[src/rtl/product_accumulator.sv]
// Sums each group of count_p unsigned products and holds the sum on a valid/yumi port.
// Optional clamping of the sum to all-ones: define PRODUCT_ACCUMULATOR_SATURATE_EN.
module product_accumulator #(
   parameter int unsigned width_p     = 16,
   parameter int unsigned count_p     = 4,
   parameter int unsigned acc_width_p = 18
) (
   input  logic                   clk_i,
   input  logic                   reset_n_i,
   input  logic                   clear_i,
   input  logic                   v_i,
   input  logic [width_p-1:0]     data_i,
   output logic                   ready_o,
   output logic                   v_o,
   output logic [acc_width_p-1:0] data_o,
   input  logic                   yumi_i
);

   localparam int unsigned CNT_W = $clog2(count_p) + 1;
   localparam logic [CNT_W-1:0] LAST_CNT = CNT_W'(count_p - 1);

   typedef enum logic {
      ACCUM = 1'b0,
      HOLD  = 1'b1
   } state_e;

   state_e                 state_q, state_d;
   logic [acc_width_p-1:0] acc_q, acc_d;
   logic [CNT_W-1:0]       cnt_q, cnt_d;
   logic                   ready_q, ready_d;
   logic                   v_q, v_d;
   logic [acc_width_p-1:0] acc_next;

`ifdef PRODUCT_ACCUMULATOR_SATURATE_EN
   logic [acc_width_p:0] sum;
   assign sum      = {1'b0, acc_q} + (acc_width_p+1)'(data_i);
   assign acc_next = sum[acc_width_p] ? '1 : sum[acc_width_p-1:0];
`else
   assign acc_next = acc_q + acc_width_p'(data_i);
`endif

   always_comb begin
      state_d = state_q;
      acc_d   = acc_q;
      cnt_d   = cnt_q;
      if (clear_i) begin
         state_d = ACCUM;
         acc_d   = '0;
         cnt_d   = '0;
      end else begin
         unique case (state_q)
            ACCUM: begin
               if (v_i && ready_q) begin
                  acc_d = acc_next;
                  cnt_d = cnt_q + 1'b1;
                  if (cnt_q == LAST_CNT) state_d = HOLD;
               end
            end
            HOLD: begin
               if (yumi_i) begin
                  state_d = ACCUM;
                  acc_d   = '0;
                  cnt_d   = '0;
               end
            end
            default: state_d = ACCUM;
         endcase
      end
      // Handshake flags are registered copies of the next state, so no input reaches an output.
      ready_d = (state_d == ACCUM);
      v_d     = (state_d == HOLD);
   end

   always_ff @(posedge clk_i or negedge reset_n_i) begin
      if (!reset_n_i) begin
         state_q <= ACCUM;
         acc_q   <= '0;
         cnt_q   <= '0;
         ready_q <= 1'b1;
         v_q     <= 1'b0;
      end else begin
         state_q <= state_d;
         acc_q   <= acc_d;
         cnt_q   <= cnt_d;
         ready_q <= ready_d;
         v_q     <= v_d;
      end
   end

   assign ready_o = ready_q;
   assign v_o     = v_q;
   assign data_o  = acc_q;

   yumi_needs_valid: assert property (@(posedge clk_i) disable iff (!reset_n_i) yumi_i |-> v_q);

endmodule

[config.mk]
export PLATFORM = sky130hd
export DESIGN_NAME = product_accumulator
export DESIGN_NICKNAME = d
export VERILOG_FILES = /design/src/rtl/product_accumulator.sv
export SDC_FILE = /design/constraint.sdc
export NUM_CORES = 1
export LEC_CHECK = 0
export ABC_AREA = 1
export ABC_CLOCK_PERIOD_IN_PS = 2100
export CELL_PAD_IN_SITES_DETAIL_PLACEMENT = 2
export CELL_PAD_IN_SITES_GLOBAL_PLACEMENT = 2
export CORE_MARGIN = 5
export CORE_UTILIZATION = 28
export CTS_CLUSTER_DIAMETER = 50
export DETAILED_ROUTE_END_ITERATION = 12
export PLACE_DENSITY_LB_ADDON = 0.1
export REMOVE_ABC_BUFFERS = 1
export SYNTH_ARGS = -nofsm -noshare
export SYNTH_HDL_FRONTEND = slang
export SYNTH_SLANG_ARGS = --single-unit
export TNS_END_PERCENT = 10
[constraint.sdc]
create_clock -name clk_i -period 2.1 [get_ports clk_i]
set_clock_uncertainty 0.15 [all_clocks]
set_input_delay 0.21 -clock clk_i [delete_from_list [all_inputs] [get_ports clk_i]]
set_output_delay 0.21 -clock clk_i [all_outputs]
set_load 0.05 [all_outputs]
== Word-level counts from Yosys, hierarchy flattened ==
Index checks and enable logic that the tools add are counted.
Storage, ports and cells
  input port bits: 21
  register bits: 23
  output and inout port bits: 20
Cells by class
  add/sub/neg operators: 2
  reduce and logical (&&, ||, !) cells: 2
  eq/ne operators: 3
  mux-type cells: 13
  bitwise operators: 2
Operator list (count)
  $mux 18: 3
  $pmux 18 s2: 1
  $add 18x16->18: 1
  $mux 3: 3
  $ne 3x3->1 const B: 2
  $pmux 3 s2: 1
  $mux 1: 4
  $add 3x1->3 const B: 1
  $eq 3x2->1 const B: 1
  $not 1->1: 2
  $pmux 1 s2: 1
  $reduce_and 2->1: 1
  $logic_and 1x1->1: 1

== Depth between registers and ports, before layout ==
Gate-level depths: netlist (run 1).
  depth after elaboration: 6
  depth in mapped cells: 14
  gate-level depth less buffers: 14

== Worst setup path before layout (run 1) ==
Ideal clock, no wire load.
  path kind: register to register
  from: register acc_q[0], in the netlist data_o[0]
  to: register acc_q[16], in the netlist data_o[16]
  arrival time: 1991 ps
  slack: -158 ps
  data required time: 1832 ps
  buffers on the path: 0
  period minus slack after synthesis: 2258 ps
  library setup time: 118 ps
  cell stages (with the launch flop): 14
  path through: dfrtp_1 > ha_1 > inv_1 > fa_1 > inv_1 > nand3_1 > nand2_2 > nand3_2 > nand2_2 > nand2_2 > nand2_2 > nand2_2 > nor2_1 > nor2_2
Between the ends
  longest elaborated chain between the ends: 4
RTL lines
  start, declared: RTL line 28  | logic [acc_width_p-1:0] acc_q, acc_d;
  start signal, assigned: RTL line 77  | acc_q <= '0;
  start signal, assigned: RTL line 83  | acc_q <= acc_d;
  $add 18x16->18: RTL line 39  | assign acc_next = acc_q + acc_width_p'(data_i);
  $mux 18: RTL line 53  | if (v_i && ready_q) begin
  $pmux 18 s2: RTL line 51  | unique case (state_q)
  $mux 18: RTL line 46  | if (clear_i) begin
Every way passes these cells. The select of a mux whose other input is x is not followed.
A chain may end at the register's enable or synchronous reset.

== Worst setup path in the final report (run 1) ==
  from: input data_i[0]
  to: register acc_q[10], in the netlist data_o[10]
Between the ends
  longest elaborated chain between the ends: 4
RTL lines
  start, declared: RTL line 12  | input logic [width_p-1:0] data_i,
  $add 18x16->18: RTL line 39
  $mux 18: RTL line 53
  $pmux 18 s2: RTL line 51
  $mux 18: RTL line 46
Every way passes these cells. The select of a mux whose other input is x is not followed.

==> flow_metrics.py, run 1 <==
metrics = {
    "run_status": {
        "status": "complete, no violations",
    },
    "die": {
        "die_w_um": 92.2,
        "chipHeight_um": 92.2,
        "rows": 30,
        "pin_count": 41,
        "dieArea_sq_mm": 0.00850,
        "start_util_pct": 28.3,
        "core_sq_mm": 0.00668,
    },
    "critical_path": {
        "crit_top_cell": "nand2_1",
        "crit_path_max_fanout": 4,
        "crit_arrival_ps": 2000,
        "crit_chain": "clkdlybuf4s50_1, ha_2, inv_1, fa_2, inv_2, nand3_2, nand2_2, nand2_1, nand3_2, nand2_1, nand2_1, nand2_1, nand3_1, nand2_1",
        "cp-start-kind": "input pin",
        "r2r_setup_slack_ps": 130,
        "timing.rr.start": "data_o[0]$_DFFE_PN0P_",
        "worstReg2RegEnd": "data_o[10]$_DFFE_PN0P_",
        "critPathMaxStageDelay_ps": 470,
        "slowest_stage": "clkdlybuf4s50_1",
        "cp-end-kind": "flop",
        "cp-startpoint": "data_i[0]",
        "path_class": "input pin to flop",
        "rr_worst_depth": 13,
        "required_ps": 2120,
    },
    "hold_path": {
        "hold_class": "input pin to asynchronous set/reset pin",
    },
    "global_routing": {
        "grt_max_degree": 24,
        "grt_pass1_wl_mm": 10.7,
        "grt_overflow": 0,
        "grt_pass1_vias": 2191,
        "antenna_found_initial": 0,
        "grt_usage_pct": 15.7,
    },
    "synthesis": {
        "avgSynthCellArea_sq_um": 7.11,
        "synth_edf_count": 0,
        "async_flop_share_pct": 100,
        "yosysTopAreaCellShare_pct": 29.1,
        "synth_area_leaders": "dfrtp_1 (29%), nand2_1 (17%), ha_1 (12%)",
        "yosysSeqAreaShare_pct": 30.5,
        "syn_area_sq_mm": 0.00189,
        "yosysWarnings": 0,
        "ys_ff_latch": 23,
        "syn-instance-count": 266,
        "synthFlopType": "dfrtp_1",
        "yosysTopAreaCell": "dfrtp_1",
        "synth.distinct_cells": 32,
    },
    "timing": {
        "fin_crit_sh_pct": 94.1,
        "setup_violations": 0,
        "hold_viol_final": 0,
        "slew-limit-headroom_pct": 65.7,
        "min_period_ps": 1980,
        "fin_setup_tns_ps": 0,
        "hold_slack_ps": 145,
        "worst_pin_slew_ps": 513,
        "drv_slew": 0,
        "rsz0062_at_grt": "true",
        "max_freq_ghz": 0.506,
    },
    "finish": {
        "nFillCells": 821,
        "final_util_pct": 38.5,
        "num_antenna_cells": 0,
        "area_growth_pct": 35.9,
        "drive_gt1_share_pct": 18.6,
        "num-nets-final": 364,
        "instances_no_fill": 403,
    },
    "cts": {
        "cts-hold-fix-buffers": 0,
        "cts_root_buf": "clkbuf_8",
        "clock_latency_ps": 280,
        "cts_htree_levels": 1,
        "clkSinkCount": 23,
        "tritoncts": "yes",
        "clk_pin_slew_ps": 100,
        "cts_inserted_buffers": 3,
        "cts_buffer_depth": 2,
    },
    "routing": {
        "first_iter_violations": 35,
        "ant_nets": 0,
        "drt-total-wl_mm": 6.28,
        "wl_per_cell_um": 15.6,
        "dr.pass1.iters": 4,
        "vias": 1974,
        "vias_per_cell": 4.90,
        "remaining_drc_errors": 0,
    },
    "power": {
        "powerDensity_mw_per_mm2": 663,
        "netSwitchingPower_mw": 0.758,
        "p_leak_nw": 1.35,
        "finalPower_mw": 1.70,
        "clockPowerShare_pct": 18.2,
        "pwr-share-comb_pct": 50.8,
        "p_int_mw": 0.946,
        "vdd_ir_drop_max_mv": 0.198,
        "p_sw_share_pct": 44.5,
        "power_frac_seq_pct": 31.0,
    },
    "placement": {
        "hpwl_mm": 5.07,
        "gp_congestion": 0.819,
        "portBuffers": 40,
        "post-place-cells": 397,
    },
    "flow_run": {
        "maxCapViolCount": 0,
    },
}
## metal layers
metal	wire length, um	global-route usage, %
met2	3230	28.2
met1	2830	19.7
met5	0	0
met3	153	2.54
met4	62	3.09
## area by class of cell
type	count	area [sq um]	share of cell area, %
clock buffer	3	41.3	1.61
clock inverter	1	7.51	0.292
inverter	36	135	5.26
multi-input combinational	205	1200	46.6
sequential	23	577	22.4
tap	80	100	3.89
timing repair buffer	55	513	20.0
## kinds of logic (layout without fill, tap and decap cells)
| family | count (synthesis) | in the layout | share of synthesized area (%) |
|---|---|---|---|
| buffers and inverters | 38 | 95 | 7.61 |
| flip-flops | 23 | 23 | 30.5 |
| XOR/XNOR | 2 | 2 | 0.926 |
| AND/OR/NAND/NOR | 147 | 147 | 35.6 |
| adder cells (fa/ha/maj) | 19 | 19 | 13.0 |
| AO/OA/AOI/OAI | 37 | 37 | 12.4 |
## through the flow
step	setup slack [ps]	cell area (sq um)
after global placement	-186	2480
after global routing	-23.9	2570
after floorplan	-158	1880
final	123	2570
after CTS	43.1	2540
after detailed placement	-331	2480
## synth_stat cells, drive strengths merged (2+ instances only)
| cell type | count |
|---|---|
| inv | 35 |
| nand2 | 97 |
| o22ai | 2 |
| a21oi | 19 |
| nor3 | 2 |
| o21ai | 11 |
| ha | 18 |
| nand3 | 23 |
| o21bai | 2 |
| nor2 | 18 |
| nand3b | 4 |
| a22o | 2 |
| dfrtp | 22 |
## sequential cells by signal, indices dropped and copies added (netlist names)
| name | count |
|---|---|
| data_o | 18 |
| ready_o | 1 |
| v_o | 1 |
| cnt_q | 3 |
## worst max-delay path by stage
stage                                  end  cells past startpoint
finish              data_o[10]$_DFFE_PN0P_                     14
global route        data_o[10]$_DFFE_PN0P_                     13
CTS                 data_o[16]$_DFFE_PN0P_                     14
detailed placement  data_o[16]$_DFFE_PN0P_                     14
global placement    data_o[16]$_DFFE_PN0P_                     14
floorplan           data_o[16]$_DFFE_PN0P_                     13
## layout by cell type (no fill, tap or decap)
cell type,Yosys,final
a21oi_1,13,12
clkinv_1,1,1
buf_4,0,15
nor3_1,2,2
nand3_2,5,6
inv_2,7,8
clkdlybuf4s50_1,0,40
o21bai_2,1,1
nor2_1,14,13
o21ai_0,10,10
inv_1,28,27
nand2_4,0,2
o21ai_2,1,1
and3_1,1,1
nor2_4,2,2
nand2_1,88,88
clkinvlp_4,0,1
xor2_1,1,1
fa_2,0,1
o21bai_1,1,1
or2_2,1,1
dfrtp_1,22,22
ha_2,0,1
xnor2_1,1,1
nand2_2,9,7
a22o_1,2,2
clkbuf_8,0,3
nand3_1,18,17
a32o_1,1,1
nand3b_1,4,4
dfstp_2,1,1
nor2_2,2,3
nand2b_1,1,1
a21oi_2,6,7
o22ai_1,2,2
ha_1,18,17
## power groups by stage
stage / logic (mW) / clock network, mW / registers, mW
after floorplan: 0.400 / 0 / 0.678
after global placement: 0.842 / 0 / 0.536
after detailed placement: 0.858 / 0 / 0.538
after CTS: 0.867 / 0.338 / 0.529
after global routing: 0.957 / 0.348 / 0.537
final: 0.866 / 0.309 / 0.528
## worst max-delay path, delay by kind of cell
family | cells | cell delay [ps]
buffers and inverters | 3 | 600
adders and majority gates | 2 | 550
and+or+nand+nor | 9 | 640
## what timing repair did
| action | in CTS | in global routing |
|---|---|---|
| gates cloned | 0 | 0 |
| endpoints found under the hold margin | 0 | 0 |
| resized for setup | 1 | 7 |
| buffers inserted | 1 | 1 |
| setup endpoints to repair | 4 | 5 |
| pin swaps | 0 | 1 |
No activity file was read; power rests on OpenSTA's default activity.
==> inputs of run 2 (changes only) <==
--- a/config.mk
+++ b/config.mk
@@ -6,11 +6,11 @@
 export NUM_CORES = 1
 export LEC_CHECK = 0
 export ABC_AREA = 1
-export ABC_CLOCK_PERIOD_IN_PS = 2100
+export ABC_CLOCK_PERIOD_IN_PS = 1700
 export CELL_PAD_IN_SITES_DETAIL_PLACEMENT = 2
 export CELL_PAD_IN_SITES_GLOBAL_PLACEMENT = 2
 export CORE_MARGIN = 5
-export CORE_UTILIZATION = 28
+export CORE_UTILIZATION = 25
 export CTS_CLUSTER_DIAMETER = 50
 export DETAILED_ROUTE_END_ITERATION = 12
 export PLACE_DENSITY_LB_ADDON = 0.1
==> constraint.sdc (replaced) <==
create_clock -name clk_i -period 1.7 [get_ports clk_i]
set_clock_uncertainty 0.15 [all_clocks]
set_input_delay 0.425 -clock clk_i [delete_from_list [all_inputs] [get_ports clk_i]]
set_output_delay 0.425 -clock clk_i [all_outputs]
set_load 0.05 [all_outputs]
==> flow_metrics.py, run 2 (synthesis results as in run 1) <==
metrics = {
    "timing": {
        "min_period_ps": 2060,
        "layout_setup_ws_ps": -365,
        "hold_slack_ps": 334,
        "setup_violations": 16,
        "max_freq_ghz": 0.484,
        "hold_viol_final": 0,
        "worst_pin_slew_ps": 279,
        "slew-limit-headroom_pct": 81.2,
        "rsz0062_at_grt": "true",
        "fin_crit_sh_pct": 121,
        "drv_slew": 0,
    },
    "critical_path": {
        "crit_path_max_fanout": 4,
        "crit_arrival_ps": 2090,
        "cp-end-kind": "flop",
        "path_class": "flop to flop",
        "cp-start-kind": "flop",
        "required_ps": 1720,
    },
    "routing": {
        "drt-total-wl_mm": 7.57,
        "vias_per_cell": 4.67,
        "vias": 2166,
        "wl_per_cell_um": 16.3,
        "remaining_drc_errors": 0,
        "first_iter_violations": 42,
        "ant_nets": 0,
        "dr.pass1.iters": 4,
    },
    "cts": {
        "clkSinkCount": 23,
        "cts_htree_levels": 1,
        "cts-hold-fix-buffers": 0,
        "tritoncts": "yes",
        "clk_pin_slew_ps": 110,
        "cts_root_buf": "clkbuf_8",
        "cts_inserted_buffers": 3,
        "clock_latency_ps": 280,
        "cts_buffer_depth": 2,
    },
    "placement": {
        "gp_congestion": 0.758,
        "portBuffers": 40,
        "hpwl_mm": 5.67,
        "dp_slack_ps": -906,
    },
    "die": {
        "dieArea_sq_mm": 0.00941,
        "core_sq_mm": 0.00729,
        "rows": 31,
        "die_w_um": 97.0,
        "start_util_pct": 25.9,
        "pin_count": 41,
        "chipHeight_um": 97.0,
    },
    "finish": {
        "area_growth_pct": 83.0,
        "drive_gt1_share_pct": 44.4,
        "layout_common_cells": "nand2_1 (76), buf_4 (53), inv_1 (24)",
        "nFillCells": 837,
        "num_antenna_cells": 0,
        "largest_register_ff_count": 18,
        "regArea_sq_um": 577,
        "num-nets-final": 406,
        "final_util_pct": 47.5,
        "final_common_cell": "nand2_1",
        "multiInputGateArea_sq_mm": 0.00152,
    },
    "power": {
        "p_leak_nw": 1.71,
        "finalPower_mw": 2.69,
        "vdd_ir_drop_max_mv": 0.426,
        "powerDensity_mw_per_mm2": 776,
    },
    "run_status": {
        "violations": "negative setup slack",
        "status": "finished, violations left",
    },
    "global_routing": {
        "grt_max_degree": 24,
        "grt_overflow": 0,
        "grt_pass1_vias": 2520,
        "grt_usage_pct": 15.7,
        "antenna_found_initial": 0,
        "grt_pass1_wl_mm": 12.2,
    },
    "hold_path": {
        "hold_class": "input pin to asynchronous set/reset pin",
    },
    "flow_run": {
        "maxCapViolCount": 0,
    },
}
-- run 2: cell count changes in the layout (fill, tap and decap cells not counted), moves of 4 or more --
cell             before  now
buf_12                0   23
o21ai_0              10    6
nand2_1              88   76
a21oi_1              12    7
dlygate4sd2_1         0    7
nand2_2               7   15
nand2_4               2    6
clkdlybuf4s50_1      40   13
o21ai_1               0    4
nand3_4               0    4
ha_4                  0   14
ha_1                 17    3
buf_4                15   53
-- run 2: worst max-delay path: stages (launching register included) --
cell and delay (ps):
dfrtp_1 380, ha_2 200, inv_2 50, fa_2 400, inv_2 70, nand3_2 80, nand2_4 110, nand3_4 80
nand2_4 80, nand2_4 60, nand2_4 70, nand2_4 50, nor2_2 120, nor2_2 60
-- run 2: final timing paths --
check	start	end	slack, ps	depth (start not counted)
worst max-delay path	data_o[0]$_DFFE_PN0P_	data_o[16]$_DFFE_PN0P_	-360	13
worst min-delay path	reset_n_i	data_o[4]$_DFFE_PN0P_	330	2
worst max register to register	data_o[0]$_DFFE_PN0P_	data_o[16]$_DFFE_PN0P_	-360	13
worst min register to register	cnt_q[1]$_DFFE_PN0P_	cnt_q[1]$_DFFE_PN0P_	370	1
max in group asynchronous	reset_n_i	ready_o$_DFF_PN1_	840	2
min in group clk_i	cnt_q[1]$_DFFE_PN0P_	cnt_q[1]$_DFFE_PN0P_	370	1
-- run 2: area by class of cell --
| cell class | count | area share, % |
|---|---|---|
| inverters | 36 | 3.90 |
| clock inverters | 1 | 0.145 |
| flip-flops and latches | 23 | 16.7 |
| clock buffers | 3 | 1.19 |
| multi-input cells | 205 | 43.9 |
| well taps | 99 | 3.58 |
| repair buffers | 97 | 30.6 |
-- run 2: layer usage --
| metal | global-route usage [%] | vias up | part of all wire [%] |
|---|---|---|---|
| li1 | - | 1053 | - |
| met1 | 17.7 | 1081 | 40 |
| met2 | 31.3 | 28 | 57 |
| met3 | 2.59 | 4 | 2.1 |
| met4 | 1.62 | 0 | 0.65 |
| met5 | 0 | - | 0 |
-- run 2: stage by stage --
stage	area, sq um	TNS, ps	instances
global placement	3030	-10620	454
detailed placement	3030	-11520	454
global route	3460	-4960	464
floorplan	1880	-5430	264
finish	3460	-3400	464
CTS	3340	-2530	461
-- run 2: what timing repair did --
| action | 4_1_cts | 5_1_grt |
|---|---|---|
| hold endpoints to repair | 0 | 0 |
| setup buffers | 3 | 3 |
| gates resized for setup | 55 | 20 |
| pin swaps | 16 | 11 |
| setup endpoints to repair | 16 | 16 |
-- run 2: power breakdown --
group	internal (mW)	leakage, nW	switching [mW]
Clock	0.165	0.0255	0.223
Combinational	0.787	1.38	0.851
Sequential	0.603	0.305	0.0581
Total	1.55	1.71	1.13
